## src/rtl/uart_fifo_pkg.sv

```systemverilog
// Shared types and constants for the UART byte-buffering bridge.
package uart_fifo_pkg;

  localparam int BYTE_W = 8;

  typedef enum logic {
    TX_IDLE,
    TX_HOLD
  } tx_state_t;

  typedef enum logic {
    RX_IDLE,
    RX_MASK
  } rx_state_t;

endpackage

```

## src/rtl/sync_fifo.sv

```systemverilog
// First-word-fall-through circular FIFO with registered full/empty flags and level.
// Push when full and pop when empty are ignored; head reads zero when empty.
module sync_fifo #(
  parameter int DEPTH = 16,
  parameter int WIDTH = 8
) (
  input  logic                   clk,
  input  logic                   reset_i,
  input  logic                   push,
  input  logic [WIDTH-1:0]       push_data,
  input  logic                   pop,
  output logic [WIDTH-1:0]       pop_data,
  output logic                   full,
  output logic                   empty,
  output logic [$clog2(DEPTH):0] level
);

  localparam int PTR_W   = $clog2(DEPTH);
  localparam int LEVEL_W = PTR_W + 1;

  logic [WIDTH-1:0]   mem [DEPTH];
  logic [PTR_W-1:0]   rd_ptr;
  logic [PTR_W-1:0]   wr_ptr;
  logic [LEVEL_W-1:0] count;
  logic [LEVEL_W-1:0] count_next;
  logic               full_q;
  logic               empty_q;
  logic               do_push;
  logic               do_pop;

  assign do_push = push && !full_q;
  assign do_pop  = pop && !empty_q;

  always_comb begin
    count_next = count;
    if (do_push && !do_pop) begin
      count_next = count + 1'b1;
    end else if (do_pop && !do_push) begin
      count_next = count - 1'b1;
    end
  end

  // Pointers wrap naturally because DEPTH is a power of two.
  always_ff @(posedge clk or negedge reset_i) begin
    if (!reset_i) begin
      rd_ptr  <= '0;
      wr_ptr  <= '0;
      count   <= '0;
      full_q  <= 1'b0;
      empty_q <= 1'b1;
    end else begin
      if (do_push) wr_ptr <= wr_ptr + 1'b1;
      if (do_pop)  rd_ptr <= rd_ptr + 1'b1;
      count   <= count_next;
      full_q  <= (count_next == LEVEL_W'(DEPTH));
      empty_q <= (count_next == '0);
    end
  end

  always_ff @(posedge clk) begin
    if (do_push) mem[wr_ptr] <= push_data;
  end

  assign pop_data = empty_q ? '0 : mem[rd_ptr];
  assign full     = full_q;
  assign empty    = empty_q;
  assign level    = count;

endmodule

```

## src/rtl/uart_fifo_bridge.sv

```systemverilog
// Host-side TX/RX byte FIFOs in front of a UART core; UART write one cycle after a host push at best,
// RX capture stalls (byte left in the UART) while the RX FIFO is full.
module uart_fifo_bridge
  import uart_fifo_pkg::*;
#(
  parameter int DEPTH   = 16,
  parameter int LEVEL_W = $clog2(DEPTH) + 1
) (
  input  logic               clk,
  input  logic               reset_i,
  input  logic [BYTE_W-1:0]  tx_data_i,
  input  logic               tx_wr_i,
  output logic               tx_ready_o,
  output logic [BYTE_W-1:0]  rx_data_o,
  output logic               rx_valid_o,
  input  logic               rx_rd_i,
  output logic [LEVEL_W-1:0] tx_level_o,
  output logic [LEVEL_W-1:0] rx_level_o,
  output logic               uart_wr_o,
  output logic [BYTE_W-1:0]  uart_tx_data_o,
  input  logic               uart_busy_i,
  output logic               uart_rd_o,
  input  logic [BYTE_W-1:0]  uart_rx_data_i,
  input  logic               uart_valid_i
);

  tx_state_t tx_state, tx_state_next;
  rx_state_t rx_state, rx_state_next;

  logic tx_pop, tx_full, tx_empty;
  logic rx_push, rx_full, rx_empty;

  sync_fifo #(.DEPTH(DEPTH), .WIDTH(BYTE_W)) u_tx_fifo (
    .clk       (clk),
    .reset_i   (reset_i),
    .push      (tx_wr_i),
    .push_data (tx_data_i),
    .pop       (tx_pop),
    .pop_data  (uart_tx_data_o),
    .full      (tx_full),
    .empty     (tx_empty),
    .level     (tx_level_o)
  );

  sync_fifo #(.DEPTH(DEPTH), .WIDTH(BYTE_W)) u_rx_fifo (
    .clk       (clk),
    .reset_i   (reset_i),
    .push      (rx_push),
    .push_data (uart_rx_data_i),
    .pop       (rx_rd_i),
    .pop_data  (rx_data_o),
    .full      (rx_full),
    .empty     (rx_empty),
    .level     (rx_level_o)
  );

  assign tx_ready_o = !tx_full;
  assign rx_valid_o = !rx_empty;

  always_ff @(posedge clk or negedge reset_i) begin
    if (!reset_i) begin
      tx_state <= TX_IDLE;
      rx_state <= RX_IDLE;
    end else begin
      tx_state <= tx_state_next;
      rx_state <= rx_state_next;
    end
  end

  // TX_HOLD covers the cycle before the UART's registered busy rises.
  always_comb begin
    tx_state_next = tx_state;
    tx_pop        = 1'b0;
    unique case (tx_state)
      TX_IDLE: begin
        if (!tx_empty && !uart_busy_i) begin
          tx_pop        = 1'b1;
          tx_state_next = TX_HOLD;
        end
      end
      TX_HOLD: tx_state_next = TX_IDLE;
      default: tx_state_next = TX_IDLE;
    endcase
  end

  // RX_MASK skips the stale valid the UART still shows right after a read.
  always_comb begin
    rx_state_next = rx_state;
    rx_push       = 1'b0;
    unique case (rx_state)
      RX_IDLE: begin
        if (uart_valid_i && !rx_full) begin
          rx_push       = 1'b1;
          rx_state_next = RX_MASK;
        end
      end
      RX_MASK: rx_state_next = RX_IDLE;
      default: rx_state_next = RX_IDLE;
    endcase
  end

  assign uart_wr_o = tx_pop;
  assign uart_rd_o = rx_push;

endmodule

```

## config.mk

```make
export PLATFORM = sky130hd
export DESIGN_NAME = uart_fifo_bridge
export DESIGN_NICKNAME = d
export VERILOG_FILES = /design/src/rtl/uart_fifo_pkg.sv /design/src/rtl/sync_fifo.sv /design/src/rtl/uart_fifo_bridge.sv
export SDC_FILE = /design/constraint.sdc
export NUM_CORES = 1
export LEC_CHECK = 0
export ABC_AREA = 1
export CAP_MARGIN = 10
export CORE_ASPECT_RATIO = 0.75
export CORE_MARGIN = 2
export CORE_UTILIZATION = 49
export DETAILED_ROUTE_END_ITERATION = 8
export GPL_ROUTABILITY_DRIVEN = 0
export PLACE_DENSITY_LB_ADDON = 0.05
export SLEW_MARGIN = 20
export SYNTH_ARGS = -nofsm -noshare
export SYNTH_HDL_FRONTEND = slang
export SYNTH_SLANG_ARGS = --single-unit
```

## constraint.sdc

```tcl
create_clock -name clk -period 1.6 [get_ports clk]
set_input_delay 0.32 -clock clk [delete_from_list [all_inputs] [get_ports clk]]
set_output_delay 0.32 -clock clk [all_outputs]
set_load 0.02 [all_outputs]
```

Word level (Yosys, flattened, before mapping)
Memory sizes are Yosys's and may differ from the RTL's.
Index checks and enable logic that the tools add are counted.
Cells by class
  add/sub/neg operators: 8
  muxes and demuxes: 16
  eq/ne operators: 2
  bitwise gates (word level): 2
  reductions and logical operators: 21
Operators by type and width (number)
  $mux W5: 4
  $add A4 B1 Y4 const B: 4
  $mux W8: 2
  $add A5 B1 Y5 const B: 2
  $eq A5 B5 Y1 const B: 2
  $logic_and A1 B1 Y1: 10
  $logic_not A5 Y1: 2
  $sub A5 B1 Y5 const B: 2
  $logic_not A1 Y1: 9
  $mux W1: 8
  $pmux W1 S2: 2
  $not A1 Y1: 2
Word-level totals
  register bits after elaboration: 32
  RAM bits: 256
  input port bits: 22
  memories kept: 2
  output and inout port bits: 30
Memory list
  u_rx_fifo.mem: depth 16, width 8, read ports 1, clocked after memory_dff 0, wr ports 1, line sync_fifo.sv:21  | logic [WIDTH-1:0] mem [DEPTH];
  u_tx_fifo.mem: depth 16, width 8, read ports 1, clocked after memory_dff 0, wr ports 1, line sync_fifo.sv:21

Longest topological paths before layout
Gate-level depths: netlist of run 1.
  depth in word-level cells: 10
  mapped depth: 11

By module
Synthesis of run 1 repeated with hierarchy kept, for this count alone.
Unflattened totals
  cell total of the unflattened synthesis: 1097
  area total of the unflattened synthesis: 12395.6 µm²
Modules (own cells, without submodules)
  sync_fifo at u_rx_fifo: sequential area each 4220.3 µm², instances 1, cells each 554, area each 6189.7 µm²
  sync_fifo at u_tx_fifo: sequential area each 4220.3 µm², instances 1, cells each 532, area each 6117.1 µm²
  uart_fifo_bridge: sequential area each 50.0 µm², instances 1, cells each 11, area each 88.8 µm²

Least setup slack after synthesis of run 1
Ideal clock, no wire load.
  kind: reg2out
  from: register u_tx_fifo.rd_ptr[0]
  to: output uart_tx_data_o[3]
  cell stages (with the launch flop): 8
  setup slack: -0.155 ns
  arrival: 1.435 ns
  cells stage by stage: dfrtp_1 -> inv_1 -> buf_4 -> buf_2 -> nor2_1 -> o211ai_1 -> nand3_1 -> a21oi_1
On the way
  cells in the longest elaborated chain, start to end: 2
Ends and longest elaborated chain
  start, declared: line sync_fifo.sv:22  | logic [PTR_W-1:0] rd_ptr;
  start signal, assigned: line sync_fifo.sv:53  | if (do_pop) rd_ptr <= rd_ptr + 1'b1;
  $mem_v2 Z16 W8
  $mux W8: line sync_fifo.sv:64  | assign pop_data = empty_q ? '0 : mem[rd_ptr];
  end, declared: line uart_fifo_bridge.sv:20  | output logic [BYTE_W-1:0] uart_tx_data_o,
Every way passes these cells.

Final worst setup path of run 1
  from: register u_rx_fifo.rd_ptr[0]
  to: output rx_data_o[0]
On the way
  cells in the longest elaborated chain, start to end: 2
Ends and longest elaborated chain
  start, declared: line sync_fifo.sv:22
  start signal, assigned: line sync_fifo.sv:53
  $mem_v2 Z16 W8
  $mux W8: line sync_fifo.sv:64
  end, declared: line uart_fifo_bridge.sv:14  | output logic [BYTE_W-1:0] rx_data_o,
Every way passes these cells.

==> flow_summary.ini, run 1 <==
[power_and_ir_drop]
p_sw_w = 0.0121
internal-power_w = 0.0199
p_comb_share_pct = 48.5
p_per_area_nw_per_um2 = 1970
peakVddDrop_uv = 1110
p_clk_share_pct = 21.1
p_seq_share_pct = 30.4
p_leak_nw = 5.98
swShare_pct = 37.8

[yosys]
syn_inst = 1051
yosysWarnings = 0
synthesis.area_um2 = 12200
syn_avg_cell_area_um2 = 11.6
synth_enable_flop_cells = 256
syn-num-nets = 1087
ys_seq_area_share_pct = 69.4
synth_cell_types = 34
synth_top_flop_cell = edfxtp_1
ys_seq_elements = 288
ys_async_sr_fraction_pct = 11.1

[timing]
slew_headroom_pct = 67.0
fmax_ghz = 0.395
hold_viol_final = 0
drv_slew = 0
tightest_slew_ns = 0.495
fin_ws_ns = -0.932
finalCritPeriodShare_pct = 158
period_needed_ns = 2.53
rsz0062_at_grt = yes
fin_skew_ns = 0.0131
final-setup-viol-count = 18

[route]
vias_per_cell = 5.48
ant_nets = 0
drt-initial-drc-count = 890
wl_um = 33000
drc = 0
wl_per_cell_um = 20.6
vias = 8746
drt_first_pass_iters = 5

[global_routing]
antenna_found_initial = 0
grt_pass1_vias = 8357
grt_overflow = 0
grt_max_degree = 41
grt_util_all_layers_pct = 24.7
grt_pass1_wl_um = 49300

[floorplanning]
rows = 50
ios = 52
design.die.area_um2 = 26300
dieWidth_um = 186
core_um2 = 24700
initial_core_util_pct = 49.5
die_h_um = 141

[run_status]
violations = setup timing
status = finished, violations left

[worst_setup_path]
start_kind = register
path_max_fanout = 6
cp.arrival_ns = 2.21
worstPathRequired_ns = 1.28
crit_type = register to output port
endpoint_kind = output port

[placement]
io_buffers = 51
hpwl_um = 20100
dp.cells = 1508

[cts]
numClockSinks = 288
h-tree-depth = 1
clk_pin_slew_worst_paths_ns = 0.06
clk_path_buf_depth = 3
clock_latency_ns = 0.55
root_buffer = clkbuf_16
numCtsBuffers = 29
cts_tree = done

[final_layout]
fin_cells = 1597
multiInputGateArea_um2 = 3770
final_core_util_pct = 65.8
nFillCells = 1819
drive_above_1_share_pct = 30.7
diodes = 0
register_area_um2 = 8500
nNetsFinal = 1273
synthToLayoutAreaGrowth_pct = 32.9

[hold_path]
hp-class = input pin to asynchronous set/reset pin

[job]
max-cap-violations = 0
-- power by group through the flow --
stage	Sequential (W)	Clock (W)	Combinational, W
after floorplan	0.00978	0	0.00759
after global placement	0.00981	0	0.0124
after detailed placement	0.00983	0	0.0125
after CTS	0.00969	0.00687	0.0145
after global routing	0.00982	0.00714	0.0167
final	0.00973	0.00675	0.0155
-- per-layer routing --
| metal | track usage [%] | up-vias | wire, um |
|---|---|---|---|
| met5 | 0 | - | 0 |
| met1 | 39.5 | 4281 | 16000 |
| met3 | 4.21 | 59 | 2640 |
| met4 | 5.68 | 0 | 691 |
| li1 | - | 4057 | - |
| met2 | 35.2 | 349 | 13700 |
-- stage by stage --
step           hold WS, ns  TNS, ns  cell area, um2  setup WS [ns]  power, W
5_1_grt              0.376   -15.81           16300          -1.01    0.0336
4_1_cts              0.361   -13.98           15900         -0.899    0.0310
2_1_floorplan       0.0244    -9.53           12500        -0.0951    0.0174
6_report             0.357   -14.26           16300         -0.932    0.0320
3_3_place_gp         0.389   -75.00           14300         -0.816    0.0222
3_5_place_dp         0.396   -75.12           14300         -0.843    0.0223
-- synthesized netlist by cell type, types with 10 or more instances --
| master | count | area share, % |
|---|---|---|
| edfxtp_1 | 256 | 63 |
| nor2_1 | 249 | 7.6 |
| o21ai_1 | 80 | 3.3 |
| nand2_1 | 74 | 2.3 |
| nand3_1 | 67 | 2.7 |
| o21ai_0 | 55 | 2.3 |
| inv_1 | 44 | 1.4 |
| a21oi_1 | 34 | 1.4 |
| o211ai_1 | 32 | 2.0 |
| dfrtp_1 | 30 | 6.1 |
| buf_2 | 22 | 0.90 |
| buf_4 | 18 | 1.1 |
| xor2_1 | 16 | 1.1 |
| ha_1 | 14 | 1.4 |
| inv_2 | 11 | 0.34 |
| clkbuf_1 | 10 | 0.31 |
-- cell usage in the layout, fill, tap and decap left out, types with 5 or more instances in the layout --
cell             count
xor2_1              16
buf_12              30
buf_6               31
clkinv_1             9
nand2_2             15
a21oi_4             14
dfrtp_2              9
clkdlybuf4s15_2      5
a21oi_2             12
nand3_1             47
clkdlybuf4s50_1     20
buf_4               96
nor2_4              11
nand2_1             66
buf_8                7
ha_1                13
buf_16               5
a21oi_1             10
clkinv_2             6
o21ai_0             46
nor2_1             207
o211ai_1            32
nand4_1              5
inv_1               41
o21ai_2             17
nand3_2             23
inv_2               11
nor2_2              35
o21ai_1             72
edfxtp_1           256
clkbuf_16           33
buf_2                5
dfrtp_1             21
-- worst max-delay path: stages (launching register included) --
cell and delay, ns:
dfrtp_2 0.46, buf_12 0.20, clkbuf_16 0.18, nor2_4 0.03
nor2_1 0.11, o21ai_1 0.08, o211ai_1 0.12, nand3_1 0.18
a21oi_4 0.18, buf_6 0.13
-- state kept, by name, summed over array words and instances, names as in the netlist --
signal            count
u_rx_fifo.empty       1
u_rx_fifo.rd_ptr      4
u_tx_fifo.level       5
u_rx_fifo.mem       128
tx_state              1
u_tx_fifo.wr_ptr      4
u_rx_fifo.level       5
u_tx_fifo.rd_ptr      4
u_rx_fifo.wr_ptr      4
u_tx_fifo.empty       1
u_rx_fifo.full        1
u_tx_fifo.mem       128
u_tx_fifo.full        1
rx_state              1
-- repair_timing --
item / 4_1_cts / 5_1_grt
hold buffers: 1 / 0
setup buffers: 19 / 9
gates resized for setup: 210 / 88
hold endpoints to repair: 30 / 0
gates cloned: 8 / 5
pin swaps: 49 / 54
endpoints found under the setup margin: 30 / 92
-- cells by family (layout without fill, tap and decap cells) --
kind of cell,Yosys count,in the layout,share of synthesized area (%)
AO/OA/AOI/OAI,204,204,9.14
XOR/XNOR,16,16,1.15
adder cells (fa/ha/maj),14,14,1.43
buffers and inverters,111,319,4.37
flip-flops,288,288,69.4
AND/OR/NAND/NOR,418,418,14.5
-- final cells by class --
cell class	count	share of cell area (%)
clock buffers	33	4.56
clock inverters	20	1.23
inverters	59	1.60
multi-input cells	652	23.2
flip-flops and latches	288	52.3
well taps	338	2.60
repair buffers	207	14.5
-- path summary, 6_finish.rpt --
check	start	end	slack (ns)	depth (start not counted)
worst max-delay path	u_rx_fifo.rd_ptr[0]	rx_data_o[0]	-0.93	9
worst min-delay path	reset_i	u_rx_fifo.level[0]	0.36	3
worst max register to register	u_tx_fifo.wr_ptr[0]	u_tx_fifo.mem[12][2]	0.06	5
worst min register to register	u_tx_fifo.wr_ptr[1]	u_tx_fifo.wr_ptr[3]	0.63	2
max in group asynchronous	reset_i	u_tx_fifo.level[1]	0.86	3
min in group clk	tx_wr_i	u_tx_fifo.wr_ptr[0]	0.50	4
No activity file was read; power rests on OpenSTA's default activity.
==> run 2: changes to the inputs <==
Settings changed: CTS_CLUSTER_SIZE set to 16.
==> run 2 against run 1 <==
Against the previous run:
- the run still ends with setup timing left
- global-route usage about the same
- critical path depth unchanged
- critical endpoint is now uart_tx_data_o[3]
- design area increased by 0.80%
- worst setup slack got worse by 0.0057 ns
- power increased by 2.0%
- sequential share of layout area decreased by 0.42 points
- core utilization increased by 0.53 points
- largest power group unchanged
==> flow_summary.ini, run 2 (same netlist as run 1, synthesis figures left out) <==
[power_and_ir_drop]
p_leak_nw = 6.06
peakVddDrop_uv = 1130
p_clk_share_pct = 22.1
p_per_area_nw_per_um2 = 1990
finalPower_w = 0.0327
p_seq_share_pct = 29.7
swShare_pct = 37.5
p_comb_share_pct = 48.2
internal-power_w = 0.0204
p_sw_w = 0.0122

[route]
drt_first_pass_iters = 5
wl_um = 32900
wl_per_cell_um = 20.5
vias_per_cell = 5.49
vias = 8812
drc = 0
drt-initial-drc-count = 917
ant_nets = 0

[floorplanning]
dieWidth_um = 186
die_h_um = 141
initial_core_util_pct = 49.5
design.die.area_um2 = 26300
core_um2 = 24700
ios = 52
rows = 50

[timing]
slew_headroom_pct = 66.9
finalCritPeriodShare_pct = 159
whs_ns = 0.354
fin_ws_ns = -0.938
drv_slew = 0
tightest_slew_ns = 0.496
final-setup-viol-count = 18
rsz0062_at_grt = yes
hold_viol_final = 0
fmax_ghz = 0.394
fin_skew_ns = 0.0108
period_needed_ns = 2.54

[cts]
root_buffer = clkbuf_16
cts_tree = done
clock_latency_ns = 0.55
numClockSinks = 288
clk_pin_slew_worst_paths_ns = 0.06
clk_path_buf_depth = 3
numCtsBuffers = 29
h-tree-depth = 1

[final_layout]
diodes = 0
top_regs = u_rx_fifo.mem: 128 flops, u_tx_fifo.mem: 128 flops
final_common_cell = edfxtp_1
nNetsFinal = 1280
final_cell_mix = edfxtp_1 (256), nor2_1 (206), buf_4 (104)
drive_above_1_share_pct = 31.7
synthToLayoutAreaGrowth_pct = 33.9

[global_routing]
grt_util_all_layers_pct = 24.7
grt_overflow = 0
antenna_found_initial = 0
grt_pass1_vias = 8342
grt_max_degree = 41
grt_pass1_wl_um = 49300

[worst_setup_path]
start_kind = register
r2r_cells = 5
cp.arrival_ns = 2.22
worstPathRequired_ns = 1.28
path_max_fanout = 8
crit_type = register to output port
endpoint_kind = output port

[hold_path]
hp-class = input pin to asynchronous set/reset pin

[job]
max-cap-violations = 0

[placement]
io_buffers = 51
hpwl_um = 20100

[run_status]
violations = setup timing
status = finished, violations left
[run 2: changes by cell type in the layout (fill, tap and decap cells not counted), sizes merged]
| cell | delta |
|---|---|
| clkinvlp | -1 |
| bufinv | +2 |
| clkinv | +1 |
| clkdlybuf4s15 | -1 |
| dlygate4sd2 | -1 |
| buf | +8 |
[run 2: cell type report]
| cell class | count | area (um2) |
|---|---|---|
| flip-flops and latches | 288 | 8500 |
| fillers | 1785 | 8330 |
| multi-input cells | 652 | 3770 |
| repair buffers | 214 | 2410 |
| clock buffers | 32 | 747 |
| well taps | 338 | 423 |
| clock inverters | 22 | 268 |
| inverters | 59 | 260 |
[run 2: path summary, 6_finish.rpt]
check | start | to | slack (ns)
worst min register to register | u_rx_fifo.level[0] | u_rx_fifo.level[0] | 0.61
worst min-delay path | reset_i | u_rx_fifo.level[0] | 0.35
min in group clk | tx_wr_i | u_tx_fifo.wr_ptr[0] | 0.50
worst max register to register | u_tx_fifo.wr_ptr[0] | u_tx_fifo.mem[4][5] | 0.07
worst max-delay path | u_tx_fifo.rd_ptr[0] | uart_tx_data_o[3] | -0.94
max in group asynchronous | reset_i | u_tx_fifo.level[1] | 0.87
[run 2: per-stage QoR]
step | instances | setup TNS [ns] | area [um2] | utilization [%] | setup slack, ns
2_1_floorplan | 1051 | -9.53 | 12500 | - | -0.0951
3_3_place_gp | 1508 | -75.00 | 14300 | 57.8 | -0.816
3_5_place_dp | 1508 | -75.12 | 14300 | 57.8 | -0.843
4_1_cts | 1592 | -13.91 | 16000 | 64.6 | -0.897
5_1_grt | 1605 | -15.86 | 16400 | 66.3 | -1.02
6_report | 1605 | -14.22 | 16400 | 66.3 | -0.938
[run 2: critical path: stages, from the launching register on]
cell	delay, ns
dfrtp_2	0.47
inv_4	0.09
buf_12	0.12
buf_4	0.11
buf_6	0.12
nor2_2	0.04
o211ai_1	0.26
nand3_1	0.15
a21oi_2	0.18
buf_6	0.14
[run 2: power groups by stage]
| stage | Combinational, W | Sequential, W | Clock [W] |
|---|---|---|---|
| finish | 0.0157 | 0.00971 | 0.00722 |
| global route | 0.0168 | 0.00979 | 0.00760 |
| CTS | 0.0145 | 0.00969 | 0.00730 |
| detailed placement | 0.0125 | 0.00983 | 0 |
| global placement | 0.0124 | 0.00981 | 0 |
| floorplan | 0.00759 | 0.00978 | 0 |
[run 2: repair_timing]
item                       in CTS  in global routing
pin swaps                      39                 53
buffers inserted               21                 10
hold buffers                    1                  0
setup endpoints to repair      30                 84
resized for setup             210                 87
gates cloned                    8                  5
hold endpoints to repair       30                  0
[run 2: per-layer routing]
| layer | global-route usage (%) | share of wire, % | vias up |
|---|---|---|---|
| met5 | 0 | 0 | - |
| met4 | 5.60 | 1.7 | 0 |
| met3 | 4.46 | 8.8 | 48 |
| met2 | 34.9 | 41 | 375 |
| met1 | 39.6 | 48 | 4311 |
| li1 | - | - | 4078 |
==> run 3: changes to the inputs <==
Settings changed: HOLD_SLACK_MARGIN set to 0.15.
==> results of run 3 <==
Same layout as run 2: the final DEF is identical, and so are final timing and power.
